--- config.mk ---
export PLATFORM = sky130hd
export DESIGN_NAME = tlc_timed_fsm
export DESIGN_NICKNAME = d
export VERILOG_FILES = /design/src/rtl/tlc_pkg.sv /design/src/rtl/tlc_phase_timer.sv /design/src/rtl/tlc_timed_fsm.sv
export SDC_FILE = /design/constraint.sdc
export NUM_CORES = 1
export LEC_CHECK = 0
export ABC_CLOCK_PERIOD_IN_PS = 5300
export CELL_PAD_IN_SITES_DETAIL_PLACEMENT = 0
export CELL_PAD_IN_SITES_GLOBAL_PLACEMENT = 1
export CORE_MARGIN = 2
export CORE_UTILIZATION = 44
export CTS_BUF_LIST = sky130_fd_sc_hd__clkbuf_2 sky130_fd_sc_hd__clkbuf_4 sky130_fd_sc_hd__clkbuf_8
export CTS_CLUSTER_SIZE = 30
export DETAILED_ROUTE_END_ITERATION = 6
export PLACE_DENSITY = 0.9
export SLEW_MARGIN = 20
export SYNTH_ARGS = -nofsm -noshare
export SYNTH_HDL_FRONTEND = slang
export SYNTH_SLANG_ARGS = --single-unit
--- constraint.sdc ---
create_clock -name clk -period 5.3 [get_ports clk]
set_clock_uncertainty 0.2 [all_clocks]
set_input_delay 0.53 -clock clk [delete_from_list [all_inputs] [get_ports clk]]
set_output_delay 0.53 -clock clk [all_outputs]
set_load 0.05 [all_outputs]
--- src/rtl/tlc_pkg.sv ---
// Shared types and default timing for the timed traffic light controller.
//   tlc_state_t : 3-bit controller state; the encoding is visible on the
//                 debug phase output, so the values are fixed.
//   DEF_*       : default phase durations in clock cycles.
package tlc_pkg;

  typedef enum logic [2:0] {
    NS_GREEN  = 3'd0,
    NS_YELLOW = 3'd1,
    EW_GREEN  = 3'd2,
    EW_YELLOW = 3'd3,
    ALL_RED   = 3'd4,
    PED_WALK  = 3'd5,
    PED_FLASH = 3'd6
  } tlc_state_t;

  localparam int DEF_CNT_W     = 8;
  localparam int DEF_MIN_GREEN = 6;
  localparam int DEF_MAX_GREEN = 16;
  localparam int DEF_YELLOW    = 1;
  localparam int DEF_ALL_RED   = 1;
  localparam int DEF_WALK      = 2;
  localparam int DEF_FLASH     = 2;

endpackage

--- src/rtl/tlc_phase_timer.sv ---
// Phase timer: CNT_W-bit counter that clears synchronously and otherwise
// counts up, holding at all ones. done flags the last cycle of a phase of
// length dur, i.e. cnt == dur-1.
//   clk, rst : clock, synchronous active-high reset
//   clr      : restart the phase (cnt becomes 0 on the next edge)
//   dur      : duration of the current phase in cycles (>= 1)
//   cnt      : cycles spent in the current phase so far
//   done     : current cycle is the last one of the phase
module tlc_phase_timer #(
  parameter int CNT_W = 8
) (
  input  logic             clk,
  input  logic             rst,
  input  logic             clr,
  input  logic [CNT_W-1:0] dur,
  output logic [CNT_W-1:0] cnt,
  output logic             done
);

  // NOTE: clocked state uses non-blocking assignments so every register
  // samples the pre-edge values of its sources, independent of block order.
  always_ff @(posedge clk) begin
    if (rst) begin
      cnt <= '0;
    end else if (clr) begin
      cnt <= '0;
    end else if (cnt != '1) begin
      cnt <= cnt + 1'b1;
    end
  end

  assign done = (cnt == dur - 1'b1);

endmodule

--- src/rtl/tlc_timed_fsm.sv ---
// Two-approach traffic light controller with a latched pedestrian phase.
// NS is the rest road; EW green is capped at MAX_GREEN while EW is held.
// Every yellow is followed by an all-red clearance; a pending pedestrian
// request is served from that clearance.
//   clk, rst             : clock, synchronous active-high reset
//   ns_req, ew_req       : vehicle demand levels
//   ped_req              : pedestrian button (pulse or level)
//   g_/y_/r_ns, g_/y_/r_ew : lamp drives, exactly one lit per road
//   walk, dn_walk        : pedestrian signal drives
//   phase                : current state encoding (debug)
module tlc_timed_fsm
  import tlc_pkg::*;
#(
  parameter int CNT_W     = DEF_CNT_W,
  parameter int MIN_GREEN = DEF_MIN_GREEN,
  parameter int MAX_GREEN = DEF_MAX_GREEN,
  parameter int YELLOW    = DEF_YELLOW,
  parameter int ALL_RED_T = DEF_ALL_RED,
  parameter int WALK      = DEF_WALK,
  parameter int FLASH     = DEF_FLASH
) (
  input  logic       clk,
  input  logic       rst,
  input  logic       ns_req,
  input  logic       ew_req,
  input  logic       ped_req,
  output logic       g_ns,
  output logic       y_ns,
  output logic       r_ns,
  output logic       g_ew,
  output logic       y_ew,
  output logic       r_ew,
  output logic       walk,
  output logic       dn_walk,
  output logic [2:0] phase
);

  localparam int MAX_DUR = 2**CNT_W - 1;

  if (MIN_GREEN < 1 || MIN_GREEN > MAX_DUR || MAX_GREEN < 1 || MAX_GREEN > MAX_DUR ||
      YELLOW < 1 || YELLOW > MAX_DUR || ALL_RED_T < 1 || ALL_RED_T > MAX_DUR ||
      WALK < 1 || WALK > MAX_DUR || FLASH < 1 || FLASH > MAX_DUR) begin : g_bad_duration
    $error("tlc_timed_fsm: every duration must be in 1 .. 2**CNT_W-1");
  end
  if (MAX_GREEN < MIN_GREEN) begin : g_bad_max_green
    $error("tlc_timed_fsm: MAX_GREEN must be at least MIN_GREEN");
  end

  tlc_state_t       state_q, state_d;
  logic             pend_q, from_ns_q;
  logic [CNT_W-1:0] cnt, dur;
  logic             done, clr, ped, min_ok, cap, in_ped;

  tlc_phase_timer #(.CNT_W(CNT_W)) u_timer (
    .clk  (clk),
    .rst  (rst),
    .clr  (clr),
    .dur  (dur),
    .cnt  (cnt),
    .done (done)
  );

  assign ped    = ped_req | pend_q;
  assign min_ok = (cnt >= CNT_W'(MIN_GREEN - 1));
  assign cap    = (cnt == CNT_W'(MAX_GREEN - 1));
  assign in_ped = (state_q == PED_WALK) || (state_q == PED_FLASH);
  // Any state change restarts the phase timer.
  assign clr    = (state_d != state_q);

  // Greens use min_ok/cap rather than done, so their dur is don't-care.
  always_comb begin
    // NOTE: a default on every combinational output before the case keeps
    // unlisted paths from inferring latches.
    dur = CNT_W'(MIN_GREEN);
    case (state_q)
      NS_YELLOW, EW_YELLOW: dur = CNT_W'(YELLOW);
      ALL_RED:              dur = CNT_W'(ALL_RED_T);
      PED_WALK:             dur = CNT_W'(WALK);
      PED_FLASH:            dur = CNT_W'(FLASH);
      default:              dur = CNT_W'(MIN_GREEN);
    endcase
  end

  always_comb begin
    state_d = state_q;
    case (state_q)
      NS_GREEN:  if (min_ok && (ew_req || ped)) state_d = NS_YELLOW;
      // EW keeps green only while it alone has demand, and never past the cap.
      EW_GREEN:  if (min_ok && (!(ew_req && !ns_req && !ped) || cap)) state_d = EW_YELLOW;
      NS_YELLOW, EW_YELLOW: if (done) state_d = ALL_RED;
      ALL_RED: begin
        if (done) begin
          if (pend_q)         state_d = PED_WALK;
          else if (from_ns_q) state_d = EW_GREEN;
          else                state_d = NS_GREEN;
        end
      end
      PED_WALK:  if (done) state_d = PED_FLASH;
      PED_FLASH: if (done) state_d = (from_ns_q && ew_req) ? EW_GREEN : NS_GREEN;
      default:   state_d = NS_GREEN;
    endcase
  end

  always_ff @(posedge clk) begin
    if (rst) begin
      state_q   <= NS_GREEN;
      pend_q    <= 1'b0;
      from_ns_q <= 1'b0;
    end else begin
      state_q <= state_d;
      // Entry to the walk phase consumes the request, even if pressed again.
      if (state_d == PED_WALK && state_q != PED_WALK) pend_q <= 1'b0;
      else if (ped_req && !in_ped)                  pend_q <= 1'b1;
      if (state_q == NS_YELLOW && state_d == ALL_RED)      from_ns_q <= 1'b1;
      else if (state_q == EW_YELLOW && state_d == ALL_RED) from_ns_q <= 1'b0;
    end
  end

  // Moore decode from the state register; unused encodings show NS_GREEN.
  always_comb begin
    g_ns = 1'b0; y_ns = 1'b0; r_ns = 1'b1;
    g_ew = 1'b0; y_ew = 1'b0; r_ew = 1'b1;
    walk = 1'b0; dn_walk = 1'b1;
    case (state_q)
      NS_YELLOW: begin y_ns = 1'b1; r_ns = 1'b0; end
      EW_GREEN:  begin g_ew = 1'b1; r_ew = 1'b0; end
      EW_YELLOW: begin y_ew = 1'b1; r_ew = 1'b0; end
      ALL_RED:   ;
      PED_WALK:  begin walk = 1'b1; dn_walk = 1'b0; end
      // Flashing starts dark because cnt is 0 on entry.
      PED_FLASH: dn_walk = cnt[0];
      default:   begin g_ns = 1'b1; r_ns = 1'b0; end
    endcase
  end

  assign phase = (state_q == PED_FLASH || state_q == PED_WALK || state_q == ALL_RED ||
                  state_q == EW_YELLOW || state_q == EW_GREEN || state_q == NS_YELLOW)
                 ? state_q : NS_GREEN;

endmodule

==> impl_summary.md <==
Min path
The tightest min-delay check is of the flop to flop type. The worst hold path was traced through 2 stages.

Setup path
The depth of the worst register-to-register path is 7. At the worst endpoint, the required time is 4.57 ns. The critical path in this run is classified as flop to output port.

Along the worst path, the maximum fanout reaches 18. The type of origin of the critical path is a flop. The nature of the critical path endpoint is an output port. The data arrival time of the worst path is 2.52 ns.

Yosys
The number of nets handed over by synthesis was 150. After synthesis, the cell types taking the most area are dfxtp_1 24%, and3_1 4.6%, nor2_1 4.1%, a21oi_1 3.7%, ha_1 3.5%. The number of warnings issued by yosys is 0.

The most used flip-flop cell after synthesis is dfxtp_1. The most common cell in the netlist is dfxtp_1. Counting flops with a built-in enable in the synthesized netlist gives 0. In this run the biggest area consumer among cell types represents 23.9% of the synthesized area. The mean instance size in the synthesized netlist is 7.66 µm². The synthesized instance count is 142.

Sequential cells were found to cover 23.9% of the synthesized design area. In this run, synthesis produced a sequential element count of 13. For this run, asynchronously set or reset flops after synthesis account for 0%.

The biggest area consumer among synthesized cells is dfxtp_1. The count of different cell masters after synthesis is 49. Sorting the synthesized cells by how often they occur yields 13 x dfxtp_1, 12 x nor2_1, 8 x a21oi_1, 8 x and3_1, 8 x nand2_1. The cell area after synthesis is 1090 µm².

Drt
The first detailed-routing pass ran for 4 iterations. In the final routed layout, each cell accounts on average for 15.4 µm. The number of nets still failing antenna checks after routing is 0. The number of vias per cell is 6.07.

The post-detailed-routing wire length is 2.79 mm. The first routing iteration left 28 violations. In the routed design, unresolved DRC markers number 0.

Detailed routing inserted a total of 1,099 vias.

STA
Setup violations remaining at the end of the flow were counted as 0. Setup repair after global routing left no endpoint under its margin. The worst path needs 3.25 ns of the cycle, external delays included.

The transition time of the tightest slew-check pin is 0.681 ns. In the finished design, the share of the clock period the worst path needs comes to 61.2%. The final setup TNS is 0 ns. The worst pin sits at a relative slew slack of 54.5%. The hold violation total from the final report was 0. For this run, the top clock speed supported by timing is 308 MHz. The final-report max-slew violation count is 0.

Floorplan
The row count is 18. Pin placement for this block handled 16 I/O pins. The overall die height is 53.7 µm. For this configuration, the core starts out at a cell density of 45.1%.

The die is 53.7 µm wide. The area enclosed by the die boundary is 2880 µm². The floorplan core area is 2410 µm².

GRT
The number of antenna violations at the first check in global routing is 0. The via count of the first global-routing pass is 930. The first-pass GRT wire length is 4.26 mm.

After global routing the overflow that remains totals 0. The maximum number of pins on one net before global-route repair is 23. The global router's overall resource usage is 20.5%.

Layout
The final standard cell count with taps included and fillers excluded is 181. Fill cells in the final layout number 240. The total area of multi-input combinational cells is 764 µm². The fraction of layout instances using a drive strength above 1 is 6.62%. Across the whole layout, storage elements account for 260 µm².

The final net count is 160. The synthesis-to-finish area growth is 15.7%. The diode insertion count for antenna repair is 0.

Clocking
Post-CTS timing repair inserted 0 buffers for setup. The number of gates resized after CTS was 0. The maximum level of the CTS H-tree is 1. The clock latency reported for the late side of the worst-skew pair is 0.28 ns. The clock-pin transition on the worst setup and hold timing paths is 0.09 ns. The CTS tree is done. CTS placed an instance of clkbuf_4 at the clock tree root. The total CTS buffers is 3. The maximum buffer depth of the clock tree is 2. The clock sink total is 13.

After clock tree synthesis, the flow added hold-fix buffers numbering 0.

Placement
After legalization and detailed placement, the total HPWL measured 2.11 mm. The number of cells after detailed placement is 177. The number of buffers inserted by port buffering is 15.

Routability-driven placement finished with a final weighted congestion of 0.897.

Run
The max-capacitance violation count is 0.

Outcome
The flow ran to the end, and the final reports show no timing, DRC or antenna violations.

Power
Power spread over the standard cell area amounts to 312 nW/µm². The analysis attributes to cell leakage a power of 0.504 nW. The maximum vdd ir drop is 163 µV.
-- sequential cells by signal (all words and copies together), names as in the netlist --
signal       flops
pend_q           1
u_timer.cnt      8
from_ns_q        1
state_q          3
-- per-layer routing --
| layer | track usage (%) | part of all wire (%) | vias to the layer above |
|---|---|---|---|
| li1 | - | - | 554 |
| met1 | 24.4 | 47 | 513 |
| met2 | 36.6 | 49 | 30 |
| met3 | 3.33 | 4.0 | 2 |
| met4 | 7.69 | 0.47 | 0 |
| met5 | 0 | 0 | - |
-- critical path, stage by stage, from the launching register on --
cell             delay [ns]
dfxtp_1                0.73
inv_1                  0.28
and3_1                 0.24
o21ai_0                0.15
clkdlybuf4s50_1        0.82
-- area by class of cell --
type / instances / area share (%)
sequential: 13 / 20.7
clock buffer: 4 / 2.39
tap: 30 / 2.99
multi-input combinational: 115 / 60.8
timing repair buffer: 15 / 11.9
inverter: 4 / 1.19
-- cell usage in the layout (no fill, tap or decap), types with 2 or more instances in the layout --
master and instances:
a211oi_1 2, a21o_1 2, a21oi_1 8, a31oi_1 3, and2_1 2, and3_1 8, clkbuf_4 4, clkdlybuf4s50_1 15
dfxtp_1 13, ha_1 3, inv_1 4, nand2_1 8, nand2b_1 4, nand3_1 6, nor2_1 12, nor2b_1 3
nor3_1 7, nor4_1 5, o21ai_0 7, o31ai_1 5, o41ai_1 2, xnor2_1 2, xor2_1 2
-- path summary, 6_finish.rpt --
kind                                      from              to  slack, ns
worst max-delay path                state_q[0]         dn_walk       2.05
worst min-delay path                 from_ns_q       from_ns_q       0.30
worst max register to register  u_timer.cnt[0]  u_timer.cnt[0]       2.51
worst min register to register       from_ns_q       from_ns_q       0.30
-- cells by family (layout without fill, tap and decap cells) --
group                    after synthesis  count (layout)  share of synthesized area (%)
buffers and inverters                 14              23                           5.75
flip-flops                            13              13                           23.9
AND/OR/NAND/NOR                       65              65                           33.6
multiplexers                           1               1                           1.27
AO/OA/AOI/OAI                         42              42                           28.8
adder cells (fa/ha/maj)                3               3                           3.45
XOR/XNOR                               4               4                           3.22
-- through the flow --
stage / hold slack [ns] / power (W) / area, µm² / setup WS, ns / util [%]
finish: 0.301 / 0.000392 / 1260 / 2.05 / 52.2
global placement: 0.282 / 0.000314 / 1230 / 2.41 / 50.9
CTS: 0.303 / 0.000392 / 1260 / 2.05 / 52.2
global route: 0.322 / 0.000416 / 1260 / 1.86 / 52.2
floorplan: 0.252 / 0.000276 / 1090 / 2.57 / -
detailed placement: 0.290 / 0.000323 / 1230 / 2.37 / 50.9
-- power by group --
part	total (W)	switching, W	leakage, nW	internal (W)
clock network	0.0000710	0.0000367	0.0184	0.0000343
logic	0.000176	0.000105	0.380	0.0000716
registers	0.000145	0.0000358	0.106	0.000109
total	0.000392	0.000177	0.504	0.000215
Note: power is estimated with default switching activity, not from simulation.
==> patch 1: new RTL, same flow settings <==
Set the package constant `DEF_CNT_W` to 12 (it was 8).
--- a/src/rtl/tlc_pkg.sv
+++ b/src/rtl/tlc_pkg.sv
@@ -14,7 +14,7 @@
     PED_FLASH = 3'd6
   } tlc_state_t;
 
-  localparam int DEF_CNT_W     = 8;
+  localparam int DEF_CNT_W     = 12;
   localparam int DEF_MIN_GREEN = 6;
   localparam int DEF_MAX_GREEN = 16;
   localparam int DEF_YELLOW    = 1;
Formal check against the unedited RTL: no difference found for any inputs over 10 cycles, from zero or initial values and one cycle with rst high; that may be too few to reach the edited logic, so the function may still have changed.
==> patch 1 against the original RTL <==
- setup slack better by 0.23 ns
- sequential cell count grew 4
- die area is 5.3% higher
- cell area increased by 4.0%
- area after synthesis is 5.8% higher
- wire length decreased by 10%
- hold slack gained 0.037 ns
- critical endpoint is now g_ew
Power is not compared: it rests on default switching activity, and its combinational part moved more than twofold at a synthesized area within 25%.
==> patch 1: results (changes against the original RTL) <==
* Worst Setup EP: g_ew
* Outcome: finished clean
* Adder-Cell Fraction of Synth Area at 3.26% (-0.19 points)
* Fin Hold WS at 0.338 ns (+0.0369 ns)
* Slew margin rel. at 63.6% (+9.1 points)
* Cells after Synth at 144 (+1.4%)
* Multiplexer share of the synthesized area at 1.74% (+0.48 points)
* Worst-case reg-to-reg path depth at 5 (-2)
* DP Wirelength at 1.88 mm (-11%)
* Share of cells above drive strength 1 at 7.24% (+0.61 points)
* Largest net degree at the start of global routing at 19 (-17%)
* Crit path from: state_q[1]
* Top flop regs: u_timer.cnt (12), state_q (3)
* Crit path largest cell delay at 0.88 ns (+0.06 ns)
* Number of fill cells in the layout at 265 (+10%)
* Commonest cells post-synth: 17 x dfxtp_1, 14 x nor2_1, 9 x a21oi_1, 9 x nand2_1, 7 x nand3_1
* Gpl congestion at 0.771 (-14%)
* First-pass GRT wire length at 4.18 mm (-1.9%)
* Total number of vias at 1081 (-1.6%)
* Post-Synth XOR/XNOR Area at 6.09% (+2.9 points)
* Net Count, Synth at 152 (+1.3%)
* Synth cell types at 44 (-10%)
* Worst r2r src: state_q[2]
* Critical R2R Capture: state_q[0]
* Reg-to-reg setup timing slack at 2.77 ns (+0.26 ns)
## patch 1: changes by cell type after synthesis, moves of 3 or more
| cell | delta |
|---|---|
| o31ai_1 | -5 |
| xor2_1 | +3 |
| dfxtp_1 | +4 |
| nand4_1 | +4 |
| and3_1 | -3 |
| buf_2 | -3 |
| nor3_1 | -4 |
| nor4_1 | -4 |
| and4_1 | +3 |
## patch 1: per-stage QoR
| step | cell area (µm²) | instances | power [mW] | setup slack, ns | util (%) |
|---|---|---|---|---|---|
| after global placement | 1280 | 178 | 0.202 | 2.61 | 51.7 |
| after global routing | 1310 | 182 | 0.288 | 2.15 | 52.8 |
| final | 1310 | 182 | 0.273 | 2.29 | 52.8 |
| after floorplan | 1150 | 144 | 0.189 | 2.45 | - |
| after CTS | 1310 | 182 | 0.276 | 2.30 | 52.8 |
| after detailed placement | 1280 | 178 | 0.204 | 2.57 | 51.7 |
## patch 1: per-layer routing
metal / global-route usage [%] / up-vias / part of all wire (%)
met1: 28.1 / 512 / 51
met2: 28.2 / 26 / 44
met3: 2.42 / 6 / 3.6
met5: 0 / - / 0
li1: - / 537 / -
met4: 6.10 / 0 / 1.5
## patch 1: power groups by stage
stage	Clock (mW)	Combinational [mW]	Sequential, mW
finish	0.0721	0.0557	0.145
floorplan	0	0.0481	0.141
global placement	0	0.0542	0.148
detailed placement	0	0.0559	0.148
global route	0.0797	0.0623	0.146
CTS	0.0743	0.0561	0.145
## patch 1: cell type report
type / instances / area share, %
multi-input combinational: 109 / 55.5
sequential: 17 / 26.0
timing repair buffer: 15 / 11.5
tap: 30 / 2.87
inverter: 7 / 2.01
clock buffer: 3 / 1.72
clock inverter: 1 / 0.383
==> patch 2: new RTL, same flow settings <==
Without the edit above. Register the output `walk`, with the module's reset; this adds one clock of latency there. The other outputs are not delayed to match.
--- a/src/rtl/tlc_timed_fsm.sv
+++ b/src/rtl/tlc_timed_fsm.sv
@@ -36,6 +36,8 @@
 );
 
   localparam int MAX_DUR = 2**CNT_W - 1;
+
+  logic walk_d;
 
   if (MIN_GREEN < 1 || MIN_GREEN > MAX_DUR || MAX_GREEN < 1 || MAX_GREEN > MAX_DUR ||
       YELLOW < 1 || YELLOW > MAX_DUR || ALL_RED_T < 1 || ALL_RED_T > MAX_DUR ||
@@ -120,13 +122,13 @@
   always_comb begin
     g_ns = 1'b0; y_ns = 1'b0; r_ns = 1'b1;
     g_ew = 1'b0; y_ew = 1'b0; r_ew = 1'b1;
-    walk = 1'b0; dn_walk = 1'b1;
+    walk_d = 1'b0; dn_walk = 1'b1;
     case (state_q)
       NS_YELLOW: begin y_ns = 1'b1; r_ns = 1'b0; end
       EW_GREEN:  begin g_ew = 1'b1; r_ew = 1'b0; end
       EW_YELLOW: begin y_ew = 1'b1; r_ew = 1'b0; end
       ALL_RED:   ;
-      PED_WALK:  begin walk = 1'b1; dn_walk = 1'b0; end
+      PED_WALK:  begin walk_d = 1'b1; dn_walk = 1'b0; end
       // Flashing starts dark because cnt is 0 on entry.
       PED_FLASH: dn_walk = cnt[0];
       default:   begin g_ns = 1'b1; r_ns = 1'b0; end
@@ -137,5 +139,13 @@
                   state_q == EW_YELLOW || state_q == EW_GREEN || state_q == NS_YELLOW)
                  ? state_q : NS_GREEN;
 
+  always_ff @(posedge clk) begin
+    if (rst) begin
+      walk <= '0;
+    end else begin
+      walk <= walk_d;
+    end
+  end
+
 endmodule
 
Function: changed (Yosys sat finds a counterexample within 10 cycles, from zero or initial values and one cycle with rst high).
==> patch 2 against the original RTL <==
- area after synthesis down 6.4%
- sequential cell count up 1
- final cell count shrank 10%
- combinational power decreased by 45%
- cell area shrank 6.5%
- wire length fell by 17%
- utilization grew 1.5 points
- first-iteration DRC count shrank 57%
- setup slack gained 0.24 ns
- power decreased by 21%
- critical path depth down 1
- largest cell class unchanged
- highest routed layer unchanged
==> patch 2: results (changes against the original RTL) <==
* Outcome: finished clean
* Count leader, synth: dfxtp_1
* Share of cells above drive strength 1 at 11.2% (+4.6 points)
* DP Wirelength at 1.72 mm (-18%)
* Die footprint at 2710 µm² (-6.0%)
* Ys Warns at 0 (unchanged)
* Gpl congestion at 0.776 (-14%)
* Cell-internal power at 196 µW (-8.9%)
* Clk root buf: clkbuf_4
* Top flop regs: u_timer.cnt (8), state_q (3)
* First-pass GRT wire length at 3.71 mm (-13%)
* DR WL/cell at 14.3 µm (-7.4%)
* Worst-path fanout max at 16 (-2)
* Initial antenna violation count at 0 (unchanged)
* CTS Buf Count at 3 (unchanged)
* Async S/R FF share, synth at 0% (unchanged)
* Ranking of synthesized cells by area: dfxtp_1 28%, a2111oi_2 4.4%, a21oi_1 3.9%
* 1st-iter DRT viols at 12 (-57%)
* Via/cell ratio at 5.92 (-2.5%)
* Worst-Skew Late Latency at about 0.27 ns
* Total Routed Length at 2.31 mm (-17%)
* Arr. time, crit path at 2.27 ns (-0.25 ns)
* Htree depth at 1 (unchanged)
* # Post-CTS Setup Buffers at 0 (unchanged)
* Post-CTS Resized at 0 (unchanged)
* Number of global-route vias before repair at 836 (-10%)
* Cells after Synth at 124 (-13%)
* Largest net degree at the start of global routing at 20 (-13%)
* Post-synthesis sequential area ratio at 27.6% (+3.6 points)
* N_diodes at 0 (unchanged)
* Commonest cells post-synth: 14 x dfxtp_1, 10 x nand2_1, 10 x nor2_1
* Worst-path clk slew at 0.09 ns (about the same)
* Total track usage at 18.5% (-2.0 points)
* Pleak at 0.431 nW (-15%)
* Place WS at 2.52 ns (+0.153 ns)
* Largest buffer count on any clock path at 2 (unchanged)
* Net Count, Synth at 132 (-12%)
* Peak supply drop at 152 µV (-6.4%)
* Post-Place Cells at 158 (-11%)
* Worst hold path type: reg -> reg
* Net count, final at 143 (-11%)
* First drt pass iteration count at 4 (unchanged)
* Slew margin rel. at 54.3% (-0.25 points)
* Synth cell types at 46 (-6.1%)
* I/O Buffers at 15 (unchanged)
==> patch 2: cell types whose count changed after synthesis, moves of 3 or more <==
cell and change:
buf_2 -3, and3_1 -7, buf_6 +3, o31ai_1 -4, nor4_1 -5, nand2b_1 -3
==> patch 2: layer usage <==
layer / track usage [%] / up-vias / routed length (µm) / share of wire (%)
met5: 0 / - / 0 / 0
met4: 3.95 / 0 / 28 / 1.2
met3: 5.17 / 4 / 105 / 4.5
met2: 32.1 / 27 / 1190 / 51
met1: 22.7 / 454 / 991 / 43
li1: - / 474 / - / -
==> patch 2: critical path: stages (launching register included) <==
cell and delay, ns:
dfxtp_1 0.64, inv_1 0.27, a21boi_0 0.25, clkdlybuf4s50_1 0.83
==> patch 2: final cells by class <==
type | instances | area (µm²)
fill | 200 | 1010
tap | 28 | 35.0
clock buffer | 4 | 36.3
multi-input combinational | 95 | 652
timing repair buffer | 15 | 150
inverter | 6 | 22.5
sequential | 14 | 280
==> patch 2: cell families (layout without fill, tap and decap cells) <==
| kind of cell | Yosys count | in the layout | share of synthesized area (%) |
|---|---|---|---|
| AO/OA/AOI/OAI | 33 | 33 | 26.1 |
| XOR/XNOR | 3 | 3 | 2.58 |
| adder cells (fa/ha/maj) | 3 | 3 | 3.69 |
| buffers and inverters | 15 | 25 | 8.36 |
| flip-flops | 14 | 14 | 27.6 |
| multiplexers | 3 | 3 | 3.08 |
| AND/OR/NAND/NOR | 53 | 53 | 28.7 |
==> patch 2: worst paths after layout <==
check / from / end / slack (ns) / cells past startpoint
max: state_q[2] / r_ns / 2.30 / 3
min: from_ns_q / from_ns_q / 0.33 / 2
max reg2reg: state_q[0] / u_timer.cnt[2] / 2.69 / 6
min reg2reg: from_ns_q / from_ns_q / 0.33 / 2
==> patch 2: power by group through the flow <==
stage               Sequential (mW)  Combinational, mW  Clock, mW
floorplan                     0.123             0.0931          0
finish                        0.135             0.0974     0.0765
CTS                           0.135             0.0974     0.0777
detailed placement            0.137             0.0971          0
global route                  0.137              0.109     0.0829
global placement              0.137             0.0950          0
==> patch 2: metrics by stage <==
step                total power, mW  cell area [µm²]  hold slack (ns)
finish                        0.309             1180            0.330
global route                  0.329             1180            0.385
CTS                           0.310             1180            0.336
detailed placement            0.234             1140            0.316
global placement              0.232             1140            0.291
floorplan                     0.216             1020            0.264
